===== config.mk =====
export PLATFORM = sky130hd
export DESIGN_NAME = pi_round_engine
export DESIGN_NICKNAME = d
export VERILOG_FILES = /design/src/rtl/pi_pkg.sv /design/src/rtl/pi_map.sv /design/src/rtl/pi_round_engine.sv
export SDC_FILE = /design/constraint.sdc
export NUM_CORES = 1
export LEC_CHECK = 0
export BUFFER_PORTS_ARGS = -buffer_cell sky130_fd_sc_hd__buf_2
export CORE_AREA = 2 2 133 167
export CTS_BUF_LIST = sky130_fd_sc_hd__clkbuf_4 sky130_fd_sc_hd__clkbuf_8
export CTS_CLUSTER_DIAMETER = 50
export DETAILED_ROUTE_END_ITERATION = 8
export DIE_AREA = 0 0 135 169
export GPL_ROUTABILITY_DRIVEN = 0
export HOLD_SLACK_MARGIN = 0.1
export PLACE_DENSITY = 0.78
export SETUP_SLACK_MARGIN = 0.4
export SLEW_MARGIN = 20
export SYNTH_ARGS = -nofsm -noshare
export SYNTH_HDL_FRONTEND = slang
export SYNTH_SLANG_ARGS = --single-unit

===== constraint.sdc =====
create_clock -name clk -period 4.3 [get_ports clk]
set_input_delay 0.645 -clock clk [delete_from_list [all_inputs] [get_ports clk]]
set_output_delay 0.645 -clock clk [all_outputs]
set_load 0.02 [all_outputs]

===== src/rtl/pi_pkg.sv =====
// pi_pkg: shared constants, FSM states and the mod-5 helper for the pi round engine.
package pi_pkg;
   localparam int SIDE  = 5;
   localparam int CELLS = 25;
   typedef enum logic [1:0] {IDLE, RUN, HOLD} state_t;
   function automatic int mod5(input int v);
      return v % SIDE;
   endfunction
endpackage


===== src/rtl/pi_map.sv =====
// pi_map: one combinational round of the centred pi permutation, forward or inverse.
module pi_map
   import pi_pkg::*;
#(
   parameter int OFFSET = 3
) (
   input  logic [CELLS-1:0] din,
   input  logic             inv,
   output logic [CELLS-1:0] dout
);
   for (genvar i = 0; i < CELLS; i++) begin : g_cell
      localparam int XC = mod5(i % SIDE + OFFSET);
      localparam int YC = mod5(i / SIDE + OFFSET);
      // Gather form: the source of cell i is where the opposite map sends i.
      localparam int FD = SIDE * mod5(2 * XC + 3 * YC + SIDE - OFFSET) + mod5(YC + SIDE - OFFSET);
      localparam int ID = SIDE * mod5(XC + SIDE - OFFSET) + mod5(XC + 3 * YC + SIDE - OFFSET);
      assign dout[i] = inv ? din[FD] : din[ID];
   end
endmodule


===== src/rtl/pi_round_engine.sv =====
// pi_round_engine: FIFO-buffered multi-round pi permuter with valid/ready ports.
module pi_round_engine
   import pi_pkg::*;
#(
   parameter int DEPTH  = 8,
   parameter int CNT_W  = 5,
   parameter int OFFSET = 3
) (
   input  logic                     clk,
   input  logic                     rst,
   input  logic                     in_valid,
   output logic                     in_ready,
   input  logic [CELLS-1:0]         in_data,
   input  logic [CNT_W-1:0]         in_rounds,
   input  logic                     in_inv,
   output logic                     out_valid,
   input  logic                     out_ready,
   output logic [CELLS-1:0]         out_data,
   output logic [$clog2(DEPTH):0]   level,
   output logic                     busy
);
   localparam int AW = $clog2(DEPTH);
   localparam int LW = AW + 1;
   localparam int EW = 1 + CNT_W + CELLS;
   logic [EW-1:0]    mem [DEPTH];
   logic [AW-1:0]    wr_ptr, rd_ptr;
   state_t           state, state_nx;
   logic [CELLS-1:0] work, mapped;
   logic [CNT_W-1:0] cnt;
   logic             inv, push, pop, done;
   assign in_ready  = level != LW'(DEPTH);
   assign push      = in_valid && in_ready;
   assign pop       = state == IDLE && level != '0;
   assign done      = state == RUN && cnt == '0;
   assign out_valid = state == HOLD;
   assign busy      = state != IDLE;
   pi_map #(.OFFSET(OFFSET)) u_map (.din(work), .inv(inv), .dout(mapped));
   always_ff @(posedge clk)
      if (push) mem[wr_ptr] <= {in_inv, in_rounds, in_data};
   always_ff @(posedge clk or negedge rst)
      if (!rst) begin
         wr_ptr <= '0;
         rd_ptr <= '0;
         level  <= '0;
      end else begin
         if (push) wr_ptr <= wr_ptr + AW'(1);
         if (pop) rd_ptr <= rd_ptr + AW'(1);
         level <= level + LW'(push) - LW'(pop);
      end
   always_ff @(posedge clk or negedge rst)
      if (!rst) state <= IDLE;
      else state <= state_nx;
   always_comb begin
      state_nx = state;
      case (state)
         IDLE:    state_nx = pop ? RUN : IDLE;
         RUN:     state_nx = cnt == '0 ? HOLD : RUN;
         HOLD:    state_nx = out_ready ? IDLE : HOLD;
         default: state_nx = IDLE;
      endcase
   end
   always_ff @(posedge clk or negedge rst)
      if (!rst) begin
         work     <= '0;
         cnt      <= '0;
         inv      <= 1'b0;
         out_data <= '0;
      end else begin
         if (pop) {inv, cnt, work} <= mem[rd_ptr];
         else if (state == RUN && cnt != '0) begin
            work <= mapped;
            cnt  <= cnt - CNT_W'(1);
         end
         if (done) out_data <= work;
      end
endmodule


**Word-level counts from Yosys, hierarchy flattened**

Memory sizes are Yosys's and may differ from the RTL's.
Cells that the tools add are included.

- Logic and storage cells: 62
- Memories: 1
- Input bits: 35
- Output and inout bits: 32
- Bits in writable memories: 248
- Register bits: 68

Memories:

| name | depth | width | read ports | clocked after Yosys merged registers in | wr ports | line | source |
|---|---|---|---|---|---|---|---|
| mem | 8 | 31 | 1 | 0 | 1 | pi_round_engine.sv:25 | `logic [EW-1:0] mem [DEPTH];` |

- Reductions and logical operators: 10
- Equality and inequality tests: 3
- Muxes and demuxes: 34
- $add $sub $neg: 5

Operators by type and width:

| kind | count |
|---|---|
| two-way mux 25 bit | 2 |
| two-way mux 1 bit | 27 |
| two-way mux 5 bit | 2 |
| adder 3 x 1 -> 3 bit (second input constant) | 2 |
| case mux 2 bit (3 select lines) | 1 |
| zero test 5 bit | 1 |
| nonzero test 5 bit | 1 |
| subtractor 5 x 1 -> 5 bit (second input constant) | 1 |
| adder 4 x 1 -> 4 bit | 1 |
| logical AND 1 bit | 4 |
| two-way mux 2 bit | 2 |
| != test 4 bit (second input constant) | 1 |
| nonzero test 2 bit | 2 |
| nonzero test 4 bit | 1 |
| subtractor 4 x 1 -> 4 bit | 1 |
| == test 2 x 1 -> 1 bit (second input constant) | 1 |
| == test 2 bit (second input constant) | 1 |
| zero test 2 bit | 1 |

**Logic depth before layout (Yosys ltp)**

- Word-level depth: 4
- Depth in mapped cells: 11
- Gate-level depth less buffers: 10

**Hierarchy**

A second synthesis with hierarchy kept.

- Cells, all modules: 643
- Area total of the unflattened synthesis: 12983.7 µm²

By module, submodules not included:

| module | area an instance (µm²) | cells each | instances | sequential area each (µm²) |
|---|---|---|---|---|
| pi_round_engine | 12579.6 | 615 | 1 | 9148.8 |
| pi_map | 404.1 | 28 | 1 | 0.0 |

**Least setup slack after synthesis**

No wires, ideal clock.

- Path kind: flip-flop to flip-flop
- From: register level[2]
- To: memory mem[0][0] (netlist name), enable pin
- Stages on the path, launching flop included: 7
- Path buffers: 0
- Data required time: 3842 ps
- Setup slack: 250 ps
- Arrival time: 3593 ps
- Path through: dfrtp_1 -> inv_1 -> ha_1 -> or3b_2 -> nand2_1 -> or2_2 -> nor3_1

- Cells in the longest elaborated chain, start to end: 4

Ends and longest elaborated chain:

| element | line | source |
|---|---|---|
| from (decl) | pi_round_engine.sv:19 | `output logic [$clog2(DEPTH):0] level,` |
| from (signal assigned) | pi_round_engine.sv:48 | `level <= level + LW'(push) - LW'(pop);` |
| != test 4 bit | pi_round_engine.sv:31 | `assign in_ready = level != LW'(DEPTH);` |
| named net in_ready | pi_round_engine.sv:12 | `output logic in_ready,` |
| logical AND 1 bit | pi_round_engine.sv:32 | `assign push = in_valid && in_ready;` |
| two-way mux 1 bit | pi_round_engine.sv:39 | `if (push) mem[wr_ptr] <= {in_inv, in_rounds, in_data};` |
| two-way mux 1 bit (not written as such) | pi_round_engine.sv:39 |  |
| to (decl) | pi_round_engine.sv:25 |  |

The timed path passes the listed nets, and every way through them passes these cells.

**Worst setup path after layout**

- From: register level[2]
- To: output in_ready

- Cells in the longest elaborated chain, start to end: 1

Ends and longest elaborated chain:

| element | line |
|---|---|
| != test 4 bit | pi_round_engine.sv:31 |
| to (decl) | pi_round_engine.sv:12 |

Every way passes these cells.

==> results.md <==
- Gr usage total: 0.218
- Num CTS Buffers: 45
- Top cell type's share of synthesized area: 0.592
- H-Tree Depth: 2
- Mux contribution to synthesized area: 0.183
- CP arrival: roughly 1900 ps
- CTS tree: built
- Main combinational cell family by area after synthesis: multiplexers
- DR vias: roughly 6300
- Worst IR drop on VDD: between 0.0003 and 0.0004 V
- Synth Area in Simple Gates: 0.0317
- Largest net degree at the start of global routing: 67
- Register area share after synthesis: 0.727
- Worst setup SP type: register
- Most common cell in the netlist: edfxtp_1
- Xor/xnor cell area share of the yosys netlist: 0.00487
- Post-Synth Adder-Cell Area: 0.0105
- Num ports: 67
- Hold slack final: about 190 ps
- Slew HR: 0.411
- Crit path capture type: output pin
- Run status: complete, no violations
- Area leader, netlist: edfxtp_1
- Slowest cell on crit path: or3b_2
- RSZ-0062 raised after global routing: no
- WS Path Type: register to output pin
- Drt first pass iters: 5
- Initial core utilization: 0.590
- Flop and latch count out of synthesis: approximately 320
- Worst-Skew Late Latency: ~540 ps
- Hold_buf cts: 0
- # setup viols final: 0
- Buf+Inv Stages, Crit Path: 2
- Clock transition at path regs: ~70 ps
- Layout area overhead: 11.9%
- Fillers: ~1400
- DRC Markers: 0
- Cell variety after synth: 35
- Final Cycle Share: 0.580
- Setup bufs post-CTS: 0
- Number of global-route vias before repair: roughly 6700
- Post-synthesis compound-gate area fraction: 0.0249
- Ys flop type: edfxtp_1
- DP Area: around 13000 µm²
- Synth cell count leaders: 248 x edfxtp_1, 68 x dfrtp_1, 62 x mux4_2
- CP max FO: 4
- Die area: 22800 µm²
- Initial antenna violation count: 2
- Power density over cell area: just over 700 nW/µm²
- CP cell instances: inv_1 > ha_1 > or3b_2 > buf_2
- Clk root buf: clkbuf_8
- Height of the die: roughly 170 µm
- Global route overflow: 0
- Largest buffer count on any clock path: 3
- Setup TNS: 0 ps
- Final instance area: ~14000 µm²
- Max-slew violation count: 0
- DP HPWL: ~14000 µm
- Util after Layout: 0.660
- Period minus WS final: between 2000 and 2500 ps
- Post_cts resized: 0
- Synth warn: 0
- Sinks on Clock Net: between 300 and 400
- Async SR Flop Fraction: 0.215
- Synth Instances: about 670
- Die width: ~140 µm
- # rows: 60
- First-pass GRT wire length: about 37000 µm
- Top post-synthesis cells by area: edfxtp_1 59%, dfrtp_1 14%, mux4_2 11%
- Max Clock Freq: between 400 and 500 MHz
- Hold Crit Class: input port to async pin
- Leak Pwr: 5.07 nW
- Endpoints failing hold: 0
- Core Region: 21300 µm²
- Net count reported at finish: ~800
- Clk_skew: around 22 ps
- Share of layout cells above drive strength 1: 0.358
- Post-synth EDFFs: between 200 and 250
- Port bufs: 66
- Critical path's top delay family: simple AND/OR/NAND/NOR gates
- Vias per cell: 5.91
- WL final: around 24000 µm
- Syn Area/Cell: 18.8 µm²
- Slowest stage delay, CP: 500 ps
- Net Count, Synth: a little over 700
- CP required: 3650 ps
- Post-synthesis cell area: approximately 13000 µm²
- Max-cap violations: 0
- DR WL/cell: approximately 22 µm
- Antenna-violating nets left: 0
- DRT iter0 DRCs: 518
- Slew @ Worst Pin: about 900 ps
## metal layers
metal | share of wire | global-route usage | up-vias
li1 | - | - | 2820
met1 | 0.41 | 0.298 | 3275
met2 | 0.51 | 0.361 | 200
met3 | 0.057 | 0.0422 | 40
met4 | 0.019 | 0.0661 | 2
met5 | 0.00055 | 0 | -
## state kept, by name (all words and copies together), names as in the netlist
| signal | flops |
|---|---|
| inv | 1 |
| state | 2 |
| cnt | 5 |
| work | 25 |
| level | 4 |
| out_data | 25 |
| wr_ptr | 3 |
| mem | 248 |
| rd_ptr | 3 |
## kinds of logic after synthesis
kind of cell | after synthesis
buffers and inverters | 47
multiplexers | 146
flip-flops | 316
AND/OR/NAND/NOR | 85
XOR/XNOR | 7
adder cells (fa/ha/maj) | 10
AO/OA/AOI/OAI | 60
## through the flow
stage                     worst slack (ps)  cells  total power [W]
after CTS                             1770   1071           0.0100
after detailed placement              1790    993          0.00785
final                                 1810   1073          0.00993
after global routing                  1600   1073           0.0105
after floorplan                        533    671          0.00689
after global placement                1850    993          0.00769
## cells in the final DEF (no fill, tap or decap), types with 4 or more instances in the layout
cell type,count
edfxtp_1,248
dfrtp_1,66
buf_2,66
mux4_2,62
mux2_2,53
clkbuf_8,45
nand2_1,33
mux2i_1,31
o21ai_1,30
nand3_1,27
o21ai_0,20
buf_4,16
clkbuf_4,15
ha_1,9
inv_1,8
clkinv_2,8
clkinv_1,8
nor2_2,6
a21oi_1,4
xor2_1,4
## final timing paths
| kind | from | to | slack, ps | depth (start not counted) |
|---|---|---|---|---|
| hold / removal | rst | wr_ptr[2] | 190 | 1 |
| setup reg to reg | cnt[0] | cnt[2] | 1810 | 6 |
| hold reg to reg | out_data[4] | out_data[4] | 500 | 1 |
| max in group asynchronous | rst | work[12] | 3200 | 2 |
| setup / recovery | level[2] | in_ready | 1810 | 4 |
| min in group clk | in_rounds[1] | mem[4][26] | 380 | 1 |
## worst reg2reg max path, stage by stage (launching register included)
cell and delay (ps):
dfrtp_1 410, inv_1 80, ha_1 180, or4b_1 870
and2_4 460, a211oi_1 280, a21oi_1 60
## area by class of cell
class	instances	area (µm²)	area share
clock inverter	18	85.1	0.00604
timing repair buffer	83	470	0.0334
inverter	8	30.0	0.00213
sequential	316	9150	0.650
tap	279	349	0.0248
multi-input combinational	308	3260	0.231
clock buffer	60	732	0.0520
antenna	1	2.50	0.000178
## power breakdown
part           leakage, nW  switching [W]  internal, W
combinational         1.57        0.00172      0.00155
clock                0.437        0.00103      0.00111
sequential            3.06       0.000504      0.00402
total                 5.07        0.00325      0.00668
(Power assumes the default switching activity.)
